===== config.mk =====
export PLATFORM = sky130hd
export DESIGN_NAME = dnn_out_argmax_flat
export DESIGN_NICKNAME = d
export VERILOG_FILES = /design/src/rtl/dnn_pkg.sv /design/src/rtl/dnn_out_argmax_if.sv /design/src/rtl/dnn_score_bank.sv /design/src/rtl/dnn_out_argmax.sv /design/src/flat_wrapper.sv
export SDC_FILE = /design/constraint.sdc
export NUM_CORES = 1
export LEC_CHECK = 0
export CORE_ASPECT_RATIO = 1.25
export CORE_MARGIN = 1.5
export CORE_UTILIZATION = 31
export CTS_BUF_LIST = sky130_fd_sc_hd__clkbuf_16
export DETAILED_ROUTE_END_ITERATION = 12
export PLACE_DENSITY = 0.59
export SKIP_CTS_REPAIR_TIMING = 1
export SLEW_MARGIN = 20
export SYNTH_ARGS = -nofsm -noshare
export SYNTH_HDL_FRONTEND = slang
export SYNTH_SLANG_ARGS = --single-unit

===== constraint.sdc =====
create_clock -name clk -period 3.6 [get_ports clk]
set_input_delay 0.9 -clock clk [delete_from_list [all_inputs] [get_ports clk]]
set_output_delay 0.9 -clock clk [all_outputs]
set_load 0.005 [all_outputs]

===== src/rtl/dnn_pkg.sv =====
// Shared definitions for the dnn output stages: width defaults, FSM state type,
// and an index-width helper.
package dnn_pkg;

    localparam int DNN_DATA_WIDTH = 4;
    localparam int DNN_ADDR_WIDTH = 4;

    typedef enum logic [1:0] {
        StIdle = 2'd0,
        StScan = 2'd1,
        StDone = 2'd2
    } state_t;

    // Bits needed to index n entries, never less than one.
    function automatic int clog2_min1(input int n);
        int w;
        w = $clog2(n);
        return (w < 1) ? 1 : w;
    endfunction

endpackage


===== src/rtl/dnn_out_argmax_if.sv =====
// Score-in / result-out handshake bundle of the argmax output stage.
interface dnn_out_argmax_if
    import dnn_pkg::*;
#(
    parameter int DATA_WIDTH = DNN_DATA_WIDTH,
    parameter int N_OUT      = 10,
    parameter int IDX_WIDTH  = DNN_ADDR_WIDTH
);
    logic                                 scores_valid;
    logic [N_OUT-1:0][DATA_WIDTH-1:0]     scores;
    logic                                 result_valid;
    logic                                 result_ready;
    logic [IDX_WIDTH-1:0]                 class_idx;
    logic [DATA_WIDTH-1:0]                class_score;

    modport master (
        output scores_valid, scores, result_ready,
        input  result_valid, class_idx, class_score
    );

    modport slave (
        input  scores_valid, scores, result_ready,
        output result_valid, class_idx, class_score
    );
endinterface


===== src/rtl/dnn_score_bank.sv =====
// Snapshot register array with a registered random-access read port;
// out-of-range read indices return entry 0.
module dnn_score_bank
    import dnn_pkg::*;
#(
    parameter int DATA_WIDTH = DNN_DATA_WIDTH,
    parameter int N_OUT      = 10,
    parameter int IDX_WIDTH  = DNN_ADDR_WIDTH
) (
    input  logic                             clk,
    input  logic                             rst,
    input  logic                             i_clear,
    input  logic                             i_load,
    input  logic [N_OUT-1:0][DATA_WIDTH-1:0] i_scores,
    input  logic [IDX_WIDTH-1:0]             i_rd_idx,
    output logic [N_OUT-1:0][DATA_WIDTH-1:0] o_snapshot,
    output logic [DATA_WIDTH-1:0]            o_rd_data
);
    logic [N_OUT-1:0][DATA_WIDTH-1:0] r_snap;
    logic [DATA_WIDTH-1:0]            r_rd_data;

    always_ff @(posedge clk or posedge rst) begin
        if (rst) begin
            r_snap    <= '0;
            r_rd_data <= '0;
        end else if (i_clear) begin
            r_snap    <= '0;
            r_rd_data <= '0;
        end else begin
            if (i_load) begin
                r_snap <= i_scores;
            end
            // Reads the pre-load snapshot in a load cycle.
            r_rd_data <= (int'(i_rd_idx) < N_OUT) ? r_snap[i_rd_idx] : r_snap[0];
        end
    end

    assign o_snapshot = r_snap;
    assign o_rd_data  = r_rd_data;

endmodule


===== src/rtl/dnn_out_argmax.sv =====
// Output stage: snapshots class scores, scans them one per cycle for the argmax,
// and offers the winning class over a valid/ready handshake.
module dnn_out_argmax
    import dnn_pkg::*;
#(
    parameter int DATA_WIDTH = DNN_DATA_WIDTH,
    parameter int N_OUT      = 10,
    parameter int IDX_WIDTH  = DNN_ADDR_WIDTH,
    parameter bit TIE_LOW    = 1'b1
) (
    input  logic                  clk,
    input  logic                  rst,
    input  logic                  i_clear,
    dnn_out_argmax_if.slave       bus,
    output logic                  o_busy,
    output logic                  o_overrun,
    input  logic [IDX_WIDTH-1:0]  i_rd_idx,
    output logic [DATA_WIDTH-1:0] o_rd_data
);
    if (IDX_WIDTH < clog2_min1(N_OUT)) begin : g_idx_width_too_small
        $error("IDX_WIDTH too small for N_OUT");
    end

    localparam logic [IDX_WIDTH-1:0] LastIdx = IDX_WIDTH'(N_OUT - 1);

    state_t                           r_state;
    logic signed [DATA_WIDTH-1:0]     r_best_score;
    logic [IDX_WIDTH-1:0]             r_best_idx;
    logic [IDX_WIDTH-1:0]             r_cnt;
    logic                             r_busy;
    logic                             r_overrun;
    logic                             r_result_valid;
    logic [IDX_WIDTH-1:0]             r_class_idx;
    logic [DATA_WIDTH-1:0]            r_class_score;

    logic [N_OUT-1:0][DATA_WIDTH-1:0] w_snapshot;
    logic                             w_handshake;
    logic                             w_load;
    logic signed [DATA_WIDTH-1:0]     w_cand;
    logic                             w_take;
    logic signed [DATA_WIDTH-1:0]     w_next_score;
    logic [IDX_WIDTH-1:0]             w_next_idx;

    dnn_score_bank #(
        .DATA_WIDTH (DATA_WIDTH),
        .N_OUT      (N_OUT),
        .IDX_WIDTH  (IDX_WIDTH)
    ) u_bank (
        .clk        (clk),
        .rst        (rst),
        .i_clear    (i_clear),
        .i_load     (w_load),
        .i_scores   (bus.scores),
        .i_rd_idx   (i_rd_idx),
        .o_snapshot (w_snapshot),
        .o_rd_data  (o_rd_data)
    );

    assign w_handshake  = (r_state == StDone) && bus.result_ready;
    assign w_load       = bus.scores_valid && ((r_state == StIdle) || w_handshake);
    assign w_cand       = w_snapshot[r_cnt];
    assign w_take       = TIE_LOW ? (w_cand > r_best_score) : (w_cand >= r_best_score);
    assign w_next_score = w_take ? w_cand : r_best_score;
    assign w_next_idx   = w_take ? r_cnt : r_best_idx;

    always_ff @(posedge clk or posedge rst) begin
        if (rst) begin
            r_state        <= StIdle;
            r_best_score   <= '0;
            r_best_idx     <= '0;
            r_cnt          <= '0;
            r_busy         <= 1'b0;
            r_overrun      <= 1'b0;
            r_result_valid <= 1'b0;
            r_class_idx    <= '0;
            r_class_score  <= '0;
        end else if (i_clear) begin
            r_state        <= StIdle;
            r_best_score   <= '0;
            r_best_idx     <= '0;
            r_cnt          <= '0;
            r_busy         <= 1'b0;
            r_overrun      <= 1'b0;
            r_result_valid <= 1'b0;
            r_class_idx    <= '0;
            r_class_score  <= '0;
        end else begin
            if (bus.scores_valid && !w_load) begin
                r_overrun <= 1'b1;
            end
            unique case (r_state)
                StIdle: ;
                StScan: begin
                    r_best_score <= w_next_score;
                    r_best_idx   <= w_next_idx;
                    r_cnt        <= r_cnt + 1'b1;
                    if (r_cnt == LastIdx) begin
                        r_state        <= StDone;
                        r_result_valid <= 1'b1;
                        r_class_idx    <= w_next_idx;
                        r_class_score  <= w_next_score;
                    end
                end
                StDone: begin
                    if (w_handshake) begin
                        r_state        <= StIdle;
                        r_busy         <= 1'b0;
                        r_result_valid <= 1'b0;
                    end
                end
                default: r_state <= StIdle;
            endcase
            // A load overrides the handshake's return to idle (back-to-back case).
            if (w_load) begin
                r_best_score <= bus.scores[0];
                r_best_idx   <= '0;
                r_cnt        <= IDX_WIDTH'(1);
                r_busy       <= 1'b1;
                if (N_OUT == 1) begin
                    r_state        <= StDone;
                    r_result_valid <= 1'b1;
                    r_class_idx    <= '0;
                    r_class_score  <= bus.scores[0];
                end else begin
                    r_state <= StScan;
                end
            end
        end
    end

    assign o_busy           = r_busy;
    assign o_overrun        = r_overrun;
    assign bus.result_valid = r_result_valid;
    assign bus.class_idx    = r_class_idx;
    assign bus.class_score  = r_class_score;

endmodule


===== src/flat_wrapper.sv =====
// flat-port wrapper written by rule: the top's interface ports become plain ports
module dnn_out_argmax_flat import dnn_pkg::*;
#(
    parameter int DATA_WIDTH = DNN_DATA_WIDTH,
    parameter int N_OUT      = 10,
    parameter int IDX_WIDTH  = DNN_ADDR_WIDTH,
    parameter bit TIE_LOW    = 1'b1
)
  (clk, rst, i_clear, o_busy, o_overrun, i_rd_idx, o_rd_data, bus_scores_valid, bus_scores, bus_result_ready, bus_result_valid, bus_class_idx, bus_class_score);
  dnn_out_argmax_if #(.DATA_WIDTH(DATA_WIDTH), .N_OUT(N_OUT), .IDX_WIDTH(IDX_WIDTH)) bus_i ();
  input  logic clk;
  input  logic rst;
  input  logic i_clear;
  output logic o_busy;
  output logic o_overrun;
  input  logic [IDX_WIDTH-1:0] i_rd_idx;
  output logic [DATA_WIDTH-1:0] o_rd_data;
  input wire logic [$bits(bus_i.scores_valid)-1:0] bus_scores_valid;
  input wire logic [$bits(bus_i.scores)-1:0] bus_scores;
  input wire logic [$bits(bus_i.result_ready)-1:0] bus_result_ready;
  output wire logic [$bits(bus_i.result_valid)-1:0] bus_result_valid;
  output wire logic [$bits(bus_i.class_idx)-1:0] bus_class_idx;
  output wire logic [$bits(bus_i.class_score)-1:0] bus_class_score;
  assign bus_i.scores_valid = bus_scores_valid;
  assign bus_i.scores = bus_scores;
  assign bus_i.result_ready = bus_result_ready;
  assign bus_result_valid = bus_i.result_valid;
  assign bus_class_idx = bus_i.class_idx;
  assign bus_class_score = bus_i.class_score;
  dnn_out_argmax #(.DATA_WIDTH(DATA_WIDTH), .N_OUT(N_OUT), .IDX_WIDTH(IDX_WIDTH), .TIE_LOW(TIE_LOW)) u_core (.clk(clk), .rst(rst), .i_clear(i_clear), .bus(bus_i), .o_busy(o_busy), .o_overrun(o_overrun), .i_rd_idx(i_rd_idx), .o_rd_data(o_rd_data));
endmodule

==> results.md, run 1 <==
| Parameter | This run | Unit |
| --- | --- | --- |
| Crit Path Category | register to register | - |
| Area growth syn-to-layout | 28.52 | % |
| Setup-failing EPs final | 0 | - |
| Most frequently used flop master after synthesis | dfrtp_1 | - |
| CTS tree | built | - |
| Share of the synthesized netlist area taken by xor and xnor gates | 0.7165 | % |
| Vias in the first global route | 3104 | - |
| Run status | complete, no violations | - |
| CP startpoint kind | register | - |
| DP HPWL | 7128 | µm |
| Area after detailed placement | 4429 | µm² |
| Async set-reset flop share out of synthesis | 100.0 | % |
| Period utilisation layout | 85.90 | % |
| Leakage power total | 2.010 | nW |
| Count of nets left with antenna violations after detail routing | 0 | - |
| Global-route wire length before repair | 15780 | µm |
| Total via count in the routed design | 3045 | - |
| Final design utilization | 40.77 | % |
| Number of antenna violations at the first check in global routing | 0 | - |
| Routing usage on met1 | 20.27 | % |
| Fin worst setup slack | 0.5075 | ns |
| Count of routing violations after the opening detailed-route iteration | 125 | - |
| Post-synth EDFFs | 0 | - |
| Final Critical Period | 3.092 | ns |
| Die Footprint | 12500 | µm² |
| Die X-Extent | 100.3 | µm |
| Cell types occupying the most area after synthesis | dfrtp_1 (47%), nand2_1 (11%), mux4_2 (6.8%) | - |
| Global Route met2 Usage | 26.65 | % |
| Number of synthesized register bits | 69 | - |
| Busiest grt layer | met2 | - |
| GR met3 Demand/Resource | 3.255 | % |
| Main combinational cell family by area after synthesis | simple AND/OR/NAND/NOR gates | - |
| H-tree level count | 3 | - |
| Type of the tightest min-delay check | register to register | - |
| Syn Area/Cell | 9.525 | µm² |
| Net count after synthesis | 440 | - |
| Total clock sinks | 69 | - |
| Count of yosys warnings during synthesis | 0 | - |
| Simple-gate portion of the synthesized area | 16.82 | % |
| Compound-Gate Fraction of Synth Area | 15.63 | % |
| Die extent in y | 124.6 | µm |
| Antenna fix cells | 0 | - |
| Number of buffers on the longest clock path | 2 | - |
| Placeable Area | 11560 | µm² |
| Dominant cell type by area after synthesis | dfrtp_1 | - |
| Overall track demand over capacity in global routing | 16.40 | % |
| Post-detailed-route DRC marker count | 0 | - |
| Actual transition at the worst max-transition pin | 0.8653 | ns |
| Maximum number of pins on one net before global-route repair | 43 | - |
| Root Buffer | clkbuf_16 | - |
| Detail-routed net length per standard cell | 16.24 | µm |
| Sequential share of the synthesized area | 47.08 | % |
| DR pass1 iterations | 4 | - |
| Total clock buffers created by CTS | 9 | - |
| Minimum setup slack among reg-to-reg paths | 0.51 | ns |
| Final-layout worst hold slack | 0.4767 | ns |
| Area of all placed cells without fillers | 4713 | µm² |
| Number of vias per cell after detailed routing | 5.205 | - |
| Number of rows in the core area | 44 | - |
| Most common cell in the netlist | nand2_1 | - |
| Clock latency on the worst-skew pair | 0.34 | ns |
| Fin. max-slew vios | 0 | - |
| I/O Buffers | 63 | - |
| Fraction of synthesized area in multiplexers | 13.48 | % |
| Worst setup timing slack at the placement stage | 0.5124 | ns |
| Post-Syn Area | 3667 | µm² |
| Setup repair after global routing missed its margin | no | - |
| Kind of end point of the critical path | register | - |
| Number of standard cells after synthesis | 385 | - |
| Global placer's final weighted congestion | 0.8762 | - |
| Layout filler cell count | 1186 | - |
| Largest clock skew in the final design | 0.006594 | ns |
| Synth top cells by count | nand2_1 (105), dfrtp_1 (69), a21oi_1 (48) | - |
| Max cap viols | 0 | - |
| Overall power of the completed layout | 2.101 | mW |
| Overflow left after global routing | 0 | - |
| Clock slew seen by the registers of the worst setup and hold paths | 0.06 | ns |
| Rel. slew slack | 41.87 | % |
| Fraction of layout instances using a drive strength above 1 | 10.96 | % |
| Setup TNS Final | 0 | ns |
| Net total in the final layout | 497 | - |
| Placed insts | 569 | - |
| Crit path DAT | 3.32 | ns |
| DRT Wirelength | 9501 | µm |
| Hold violation count in the final report | 0 | - |
| Synth Area in Adders | 2.047 | % |
| Maximum achievable frequency | 323.4 | MHz |
| IO Pins | 64 | - |
| Final std cells w/o fill | 585 | - |
| Power density normalized to cell area | 445.8 | nW/µm² |
| Initial core utilization | 31.72 | % |
| Portion of synthesized cell area occupied by the leading cell type | 47.08 | % |
| Required time at the worst-slack endpoint | 3.82 | ns |
| Count of cell types in the netlist | 43 | - |
| Worst Path Max Fanout | 13 | - |
| VDD IR max | 203.5 | µV |
==> layout make-up <==
cell class / count / area [µm²] / share of cell area [%]
multi-input cells: 281 / 1790 / 37.99
flip-flops and latches: 69 / 1727 / 36.63
repair buffers: 72 / 705.7 / 14.97
clock buffers: 9 / 225.2 / 4.778
well taps: 138 / 172.7 / 3.663
clock inverters: 7 / 58.81 / 1.248
inverters: 9 / 33.78 / 0.7168
==> sequential cells by signal, summed over array words and instances, names as in the netlist <==
register	flops
u_core.bus.class_score	4
u_core.r_best_score	4
u_core.r_state	2
u_core.o_overrun	1
u_core.u_bank.o_rd_data	4
u_core.r_best_idx	4
u_core.u_bank.o_snapshot	40
u_core.bus.class_idx	4
u_core.r_cnt	4
u_core.o_busy	1
u_core.bus.result_valid	1
==> cells in the final DEF, fill, tap and decap left out, drive strengths merged, types with 4 or more instances in the layout <==
cell           instances
nand2                105
clkdlybuf4s50         62
nor2                  15
a221o                  8
mux4                  11
buf                   10
a22o                   4
mux2i                 19
nor2b                  4
mux2                   5
a211oi                 7
a21oi                 48
and3                   4
dfrtp                 69
clkbuf                 9
inv                   11
o21ai                 17
ha                     6
==> where the power goes <==
part	switching, mW	internal, mW	total (mW)
registers	0.0459	0.818	0.864
clock network	0.323	0.525	0.849
logic	0.198	0.190	0.388
==> final timing paths <==
| check | startpoint | cells past startpoint | to |
|---|---|---|---|
| worst max-delay path | u_core.r_cnt[0] | 10 | u_core.r_best_idx[0] |
| worst min-delay path | u_core.bus.class_score[3] | 2 | u_core.bus.class_score[3] |
| worst max register to register | u_core.r_cnt[0] | 10 | u_core.r_best_idx[0] |
| worst min register to register | u_core.bus.class_score[3] | 2 | u_core.bus.class_score[3] |
| max in group asynchronous | rst | 3 | u_core.u_bank.o_snapshot[19] |
| min in group asynchronous | rst | 2 | u_core.o_busy |
==> worst max-delay path, cell delays in order (launching register included) <==
cell and delay, ns:
dfrtp_1 0.55, buf_4 0.26, mux4_2 0.53, nor2_2 0.10, o21ai_2 0.08, ha_1 0.31
o311a_1 0.33, a2bb2oi_1 0.15, buf_4 0.21, and2_1 0.21, a22o_1 0.24
==> kinds of logic after synthesis <==
group / Yosys count
and+or+nand+nor: 145
AOI/OAI and AO/OA: 92
DFF: 69
buffers and inverters: 35
muxes: 35
adders and majority gates: 6
xor gates and xnor gates: 3
==> layer usage <==
| layer | up-vias | wire length [µm] |
|---|---|---|
| li1 | 1462 | - |
| met1 | 1490 | 4139 |
| met2 | 74 | 4762 |
| met3 | 19 | 332 |
| met4 | 0 | 267 |
| met5 | - | 0 |
Power figures use the tool's default switching activity.
==> run 2: changes to the inputs <==
- SLEW_MARGIN: 20 -> unset
==> results of run 2 <==
Same layout as run 1: the final DEF is identical, and so are final timing and power.
